`src/rtl/cache_perf_reporter.sv`:
```
// cache_perf_reporter: saturating cache-event counters with an on-request UART snapshot dump.
// Frame: header, eight counters MSB first, then XOR of every preceding byte.
module cache_perf_reporter #(
  parameter int unsigned CNT_W = 32,
  parameter logic [7:0]  HDR   = 8'hA5
) (
  input  logic       clk,
  input  logic       rstn,
  input  logic [7:0] ev_i,
  input  logic       clear_i,
  input  logic       dump_req,
  input  logic       tx_busy,
  output logic [7:0] data_o,
  output logic       done,
  output logic       busy_o
);

  localparam int unsigned NCNT   = 8;
  localparam int unsigned BPC    = CNT_W / 8;
  localparam int unsigned NBYTE  = NCNT * BPC;
  localparam int unsigned IDX_W  = 6;
  localparam int unsigned FLAT_W = NCNT * CNT_W;
  localparam logic [IDX_W-1:0] LAST_IDX = IDX_W'(NBYTE + 1);

  typedef enum logic [2:0] {S_IDLE, S_SNAP, S_LOAD, S_ACK, S_DRAIN} state_t;

  state_t                      r_state;
  state_t                      w_state_nxt;
  logic [NCNT-1:0][CNT_W-1:0]  r_cnt;
  logic [NCNT-1:0][CNT_W-1:0]  r_snap;
  logic                        r_dump_q;
  logic                        r_req;
  logic                        r_pend;
  logic [IDX_W-1:0]            r_idx;
  logic [IDX_W-1:0]            w_idx_nxt;
  logic [7:0]                  r_csum;
  logic [7:0]                  w_csum_nxt;
  logic [7:0]                  w_byte;
  logic [7:0]                  w_data_nxt;
  logic                        w_done_nxt;
  logic                        w_busy_nxt;
  logic [FLAT_W-1:0]           w_flat;
  logic [31:0]                 w_sh;

  // Live saturating counters; clear beats a same-cycle event
  always_ff @(posedge clk or negedge rstn) begin : p_cnt
    if (!rstn) begin
      r_cnt <= '0;
    end else if (clear_i) begin
      r_cnt <= '0;
    end else begin
      for (int unsigned i = 0; i < NCNT; i++) begin
        if (ev_i[i] && (r_cnt[i] != '1)) begin
          r_cnt[i] <= r_cnt[i] + CNT_W'(1);
        end
      end
    end
  end

  // Rising-edge detect, registered so the FSM sees it one cycle after the first high sample
  always_ff @(posedge clk or negedge rstn) begin : p_req
    if (!rstn) begin
      r_dump_q <= 1'b0;
      r_req    <= 1'b0;
    end else begin
      r_dump_q <= dump_req;
      r_req    <= dump_req & ~r_dump_q;
    end
  end

  // State register plus registered outputs and frame datapath
  always_ff @(posedge clk or negedge rstn) begin : p_state
    if (!rstn) begin
      r_state <= S_IDLE;
      r_idx   <= '0;
      r_csum  <= '0;
      r_pend  <= 1'b0;
      r_snap  <= '0;
      data_o  <= '0;
      done    <= 1'b0;
      busy_o  <= 1'b0;
    end else begin
      r_state <= w_state_nxt;
      r_idx   <= w_idx_nxt;
      r_csum  <= w_csum_nxt;
      data_o  <= w_data_nxt;
      done    <= w_done_nxt;
      busy_o  <= w_busy_nxt;
      if (r_state == S_SNAP) begin
        r_snap <= r_cnt;
      end
      if (r_req && (r_state != S_IDLE)) begin
        r_pend <= 1'b1;
      end else if ((r_state == S_IDLE) && (w_state_nxt == S_SNAP)) begin
        r_pend <= 1'b0;
      end
    end
  end

  always_comb begin : p_next
    w_state_nxt = r_state;
    w_idx_nxt   = r_idx;
    unique case (r_state)
      S_IDLE:  if (r_req || r_pend) w_state_nxt = S_SNAP;
      S_SNAP: begin
        w_state_nxt = S_LOAD;
        w_idx_nxt   = '0;
      end
      S_LOAD:  w_state_nxt = S_ACK;
      S_ACK:   if (tx_busy) w_state_nxt = S_DRAIN;
      S_DRAIN: begin
        if (!tx_busy) begin
          if (r_idx == LAST_IDX) begin
            w_state_nxt = S_IDLE;
          end else begin
            w_state_nxt = S_LOAD;
            w_idx_nxt   = r_idx + IDX_W'(1);
          end
        end
      end
      default: w_state_nxt = S_IDLE;
    endcase
  end

  // Byte mux: counter 0 sits in the top of the flattened snapshot so byte order is MSB first
  always_comb begin : p_byte
    w_flat = '0;
    for (int unsigned i = 0; i < NCNT; i++) begin
      w_flat[(NCNT-1-i)*CNT_W +: CNT_W] = r_snap[i];
    end
    w_sh   = (32'(NBYTE) - 32'(w_idx_nxt)) << 3;
    w_byte = HDR;
    if (w_idx_nxt == LAST_IDX) begin
      w_byte = r_csum;
    end else if (w_idx_nxt != '0) begin
      w_byte = 8'(w_flat >> w_sh);
    end
  end

  always_comb begin : p_out
    w_data_nxt = data_o;
    w_done_nxt = 1'b0;
    w_csum_nxt = r_csum;
    w_busy_nxt = (w_state_nxt != S_IDLE);
    if (w_state_nxt == S_LOAD) begin
      w_data_nxt = w_byte;
      w_done_nxt = 1'b1;
      if (w_idx_nxt != LAST_IDX) begin
        w_csum_nxt = ((r_state == S_SNAP) ? 8'h00 : r_csum) ^ w_byte;
      end
    end
  end

endmodule

```
`config.mk`:
```
export PLATFORM = sky130hd
export DESIGN_NAME = cache_perf_reporter
export DESIGN_NICKNAME = d
export VERILOG_FILES = /design/src/rtl/cache_perf_reporter.sv
export SDC_FILE = /design/constraint.sdc
export NUM_CORES = 1
export LEC_CHECK = 0
export ABC_AREA = 1
export BUFFER_PORTS_ARGS = -buffer_cell sky130_fd_sc_hd__buf_4
export CAP_MARGIN = 0
export CORE_ASPECT_RATIO = 0.75
export CORE_UTILIZATION = 32
export CTS_CLUSTER_SIZE = 25
export DETAILED_ROUTE_END_ITERATION = 8
export PLACE_DENSITY_LB_ADDON = 0.15
export SLEW_MARGIN = 20
export SYNTH_ARGS = -nofsm -noshare
export SYNTH_HDL_FRONTEND = slang
export SYNTH_SLANG_ARGS = --single-unit
```
`constraint.sdc`:
```
create_clock -name clk -period 2.95 [get_ports clk]
set_input_delay 0.59 -clock clk [delete_from_list [all_inputs] [get_ports clk]]
set_output_delay 0.59 -clock clk [all_outputs]
set_load 0.005 [all_outputs]
```
==> metrics.txt <==
number of remaining DRC errors 0; clk buf depth 3; htree depth 2; status finished, final reports clean; max frequency 357 MHz; Final Wtd Congestion 0.881; initial antenna violation count 1; part of the Yosys area used for sequential elements 0.484; Synth Flop Type dfrtp_1; CTS buffer count 58; die area 88,800 µm²; Final Skew 0.0284 ns; crit-path cells inv_1 > ha_1 > nand2_1 > inv_2 > nand3_4 > nand3_1 > nand2_1 > inv_1 > nand2_4 > ha_4 > inv_4 > buf_8 > buf_4 > nand3_1 > nand3_1 > nand3_1 > nand3_1 > nand2_1 > nand3_1 > xnor2_1 > inv_1; worst skew pair latency 0.65 ns; CP top delay family simple AND/OR/NAND/NOR gates; CORE AREA ~86,000 µm²; VDD IR max ~0.56 mV; 1st-pass router iterations 7; worst rel slew slack 0.478; Slew Viols, Final 0; first-pass GRT wire length 140 mm; switch share 0.352; Hold Vio Cnt, Final 0; Worst Setup SP r_idx[1]; DPL Wire Length 66.0 mm; MaxCap Viol Count 0; Synth Net Count roughly 3,700; drt total wl 88.4 mm; Worst EP required 3.50 ns; met3 Use GR 0.0367; filler instances 9,065; flop2flop setup slack 0.15 ns; Synth cell types 43; drt wl/cell around 18 µm; reg2reg start r_idx[1]; vias in the first global route 23,439; via count approximately 24,000; Total Nets Final 3,754; final std cells w/o fill 4,912; DIE WIDTH between 300 and 400 µm; syn_area_per_cell roughly 7.7 µm²; tightest hold margin slightly above 0.08 ns; Tcrit/Tclk final 0.948; Post-Syn Area approximately 28,000 µm²; Clock Sink Count roughly 540; height of the die around 260 µm; Worst setup EP type register; Sw Pwr roughly 7.6 mW; met2 Resource Use GR 0.267; worst-path fanout max 15; reg2reg end r_csum[4]; Hold Crit Class primary input to register; busiest grt layer met1; Post-Place Cells 4,803; sum of buffers and inverters on the critical path 7; CP startpoint kind register; FP Rows between 90 and 100; starting density of the core 0.325; CTS tree built; critical path's slowest cell dfrtp_1; gr usage total 0.199; setup TNS 0 ns; Reg power frac 0.369; power share of the combinational group 0.290; largest net degree at the start of global routing 140; Worst EP arrival ~3.3 ns; GR Overflow Total 0; Synth-to-Final Area Change 15.9%; Crit path top cell by count nand3_1; crit path capture r_csum[4]; GR Util met1 0.324; clock network fraction of total power 0.342; antenna cell count 0; share of cells above drive strength 1 0.0936; Least-Margin Pin Slew 0.775 ns; Int Power 14.1 mW; Ports 23; slowest stage delay, CP 0.39 ns; PortBufs 22; Synth Warn # 0; asr flop ratio synth 1.00; clock transition at the registers of the reported paths 0.07 ns; Post-synth EDFFs 0; final setup violating endpoints 0; Initial DRC Count 2,171; Routed Antenna Nets 0; number of synthesized register bits 542; fin crit period about 2.8 ns; synthesized instance count 3,657; Setup CP Type register to register; Worst path depth 21; worst r2r path cells 21; DR vias/cell 4.96; Leak Pwr 13.4 nW; clk root buf clkbuf_16; Pwr Density 669 nW/µm²
==> placed cells by master (no fill, tap or decap), types with 20 or more instances in the layout <==
| master | count |
|---|---|
| a21oi_1 | 150 |
| buf_12 | 26 |
| buf_4 | 120 |
| clkbuf_16 | 61 |
| dfrtp_1 | 542 |
| inv_1 | 415 |
| mux2_2 | 21 |
| nand2_1 | 952 |
| nand3_1 | 303 |
| nand4_1 | 87 |
| nor2_1 | 223 |
| nor3_1 | 144 |
| nor4_1 | 53 |
| o21a_1 | 20 |
| o21ai_0 | 348 |
| o31ai_1 | 48 |
| xor2_1 | 48 |
==> per-stage QoR <==
step / cell area, µm² / util / power [mW] / worst slack [ns]
4_1_cts: 32200 / 0.373 / 21.6 / 0.0793
3_5_place_dp: 30300 / 0.351 / 14.0 / -0.104
3_3_place_gp: 30300 / 0.351 / 14.0 / -0.0849
6_report: 32500 / 0.376 / 21.7 / 0.152
5_1_grt: 32500 / 0.376 / 22.9 / -0.0118
2_1_floorplan: 28000 / - / 11.7 / 0.00497
==> worst min-delay path by stage <==
stage	startpoint	endpoint	slack, ns	cells after the start
3_5_place_dp	r_dump_q	r_req	0.39	1
4_1_cts	dump_req	r_dump_q	0.04	1
2_1_floorplan	rstn	busy_o	0.29	0
5_1_grt	dump_req	r_dump_q	0.06	1
6_report	dump_req	r_dump_q	0.08	1
3_3_place_gp	r_dump_q	r_req	0.38	1
==> flip-flops by register name (all words and copies together), names as in the netlist <==
| register | flops |
|---|---|
| r_snap | 256 |
| r_csum | 8 |
| r_pend | 1 |
| r_state | 3 |
| r_dump_q | 1 |
| r_idx | 6 |
| busy_o | 1 |
| data_o | 8 |
| r_req | 1 |
| done | 1 |
| r_cnt | 256 |
==> layer usage <==
metal / wire (µm) / part of all wire / up-vias
met3: 4990 / 0.056 / 106
li1: - / - / 12240
met5: 7 / 0.000079 / -
met2: 34400 / 0.39 / 487
met4: 1470 / 0.017 / 2
met1: 47500 / 0.54 / 11551
==> worst reg2reg max path, stage by stage (launching register included) <==
cell and delay, ns:
dfrtp_1 0.39, inv_1 0.08, ha_1 0.15, nand2_1 0.06, inv_2 0.08, nand3_4 0.10
nand3_1 0.11, nand2_1 0.06, inv_1 0.09, nand2_4 0.10, ha_4 0.34, inv_4 0.06
buf_8 0.15, buf_4 0.15, nand3_1 0.08, nand3_1 0.11, nand3_1 0.11, nand3_1 0.11
nand2_1 0.10, nand3_1 0.09, xnor2_1 0.16, inv_1 0.05
==> synthesized netlist by cell type, drive strengths merged (19+ instances only) <==
| cell | count | area share |
|---|---|---|
| nand3 | 319 | 0.058 |
| clkbuf | 92 | 0.012 |
| o31ai | 48 | 0.013 |
| a211oi | 19 | 0.0051 |
| inv | 434 | 0.058 |
| a21oi | 151 | 0.027 |
| nand2 | 967 | 0.13 |
| xor2 | 48 | 0.015 |
| nor3 | 152 | 0.028 |
| mux2 | 21 | 0.0084 |
| nor2 | 243 | 0.035 |
| buf | 51 | 0.0098 |
| dfrtp | 542 | 0.48 |
| nor4 | 53 | 0.012 |
| o21ai | 357 | 0.064 |
| nand4 | 87 | 0.019 |
| o21a | 20 | 0.0054 |
==> power by group through the flow <==
stage	Sequential [mW]	Combinational, mW	Clock (mW)
after global placement	8.13	5.92	0
final	8.01	6.30	7.43
after global routing	8.03	6.97	7.93
after detailed placement	8.12	5.91	0
after floorplan	8.00	3.75	0
after CTS	7.99	5.96	7.66
==> cells by family after synthesis <==
logic type,synth area share
buffers and inverters,0.0803
xor gates and xnor gates,0.0166
adders and majority gates,0.00536
and+or+nand+nor,0.287
AOI/OAI and AO/OA,0.118
muxes,0.00843
DFF,0.484
==> timing repair <==
| item | in CTS | in global routing |
|---|---|---|
| buffers inserted | 0 | 2 |
| hold buffers | 1 | 0 |
| hold endpoints to repair | 42 | 0 |
| gates resized for setup | 4 | 42 |
| gates cloned | 0 | 3 |
| pin swaps | 0 | 5 |
| setup endpoints to repair | 10 | 20 |
==> layout make-up <==
type,instances,area [µm²],share of cell area
Clock inverter,23,245,0.00754
Timing Repair Buffer,155,1570,0.0483
Multi-Input combinational cell,2537,12400,0.382
Clock buffer,80,1650,0.0509
Sequential cell,542,13600,0.417
Tap cell,1140,1430,0.0439
Inverter,435,1640,0.0505
(Power assumes the default switching activity.)
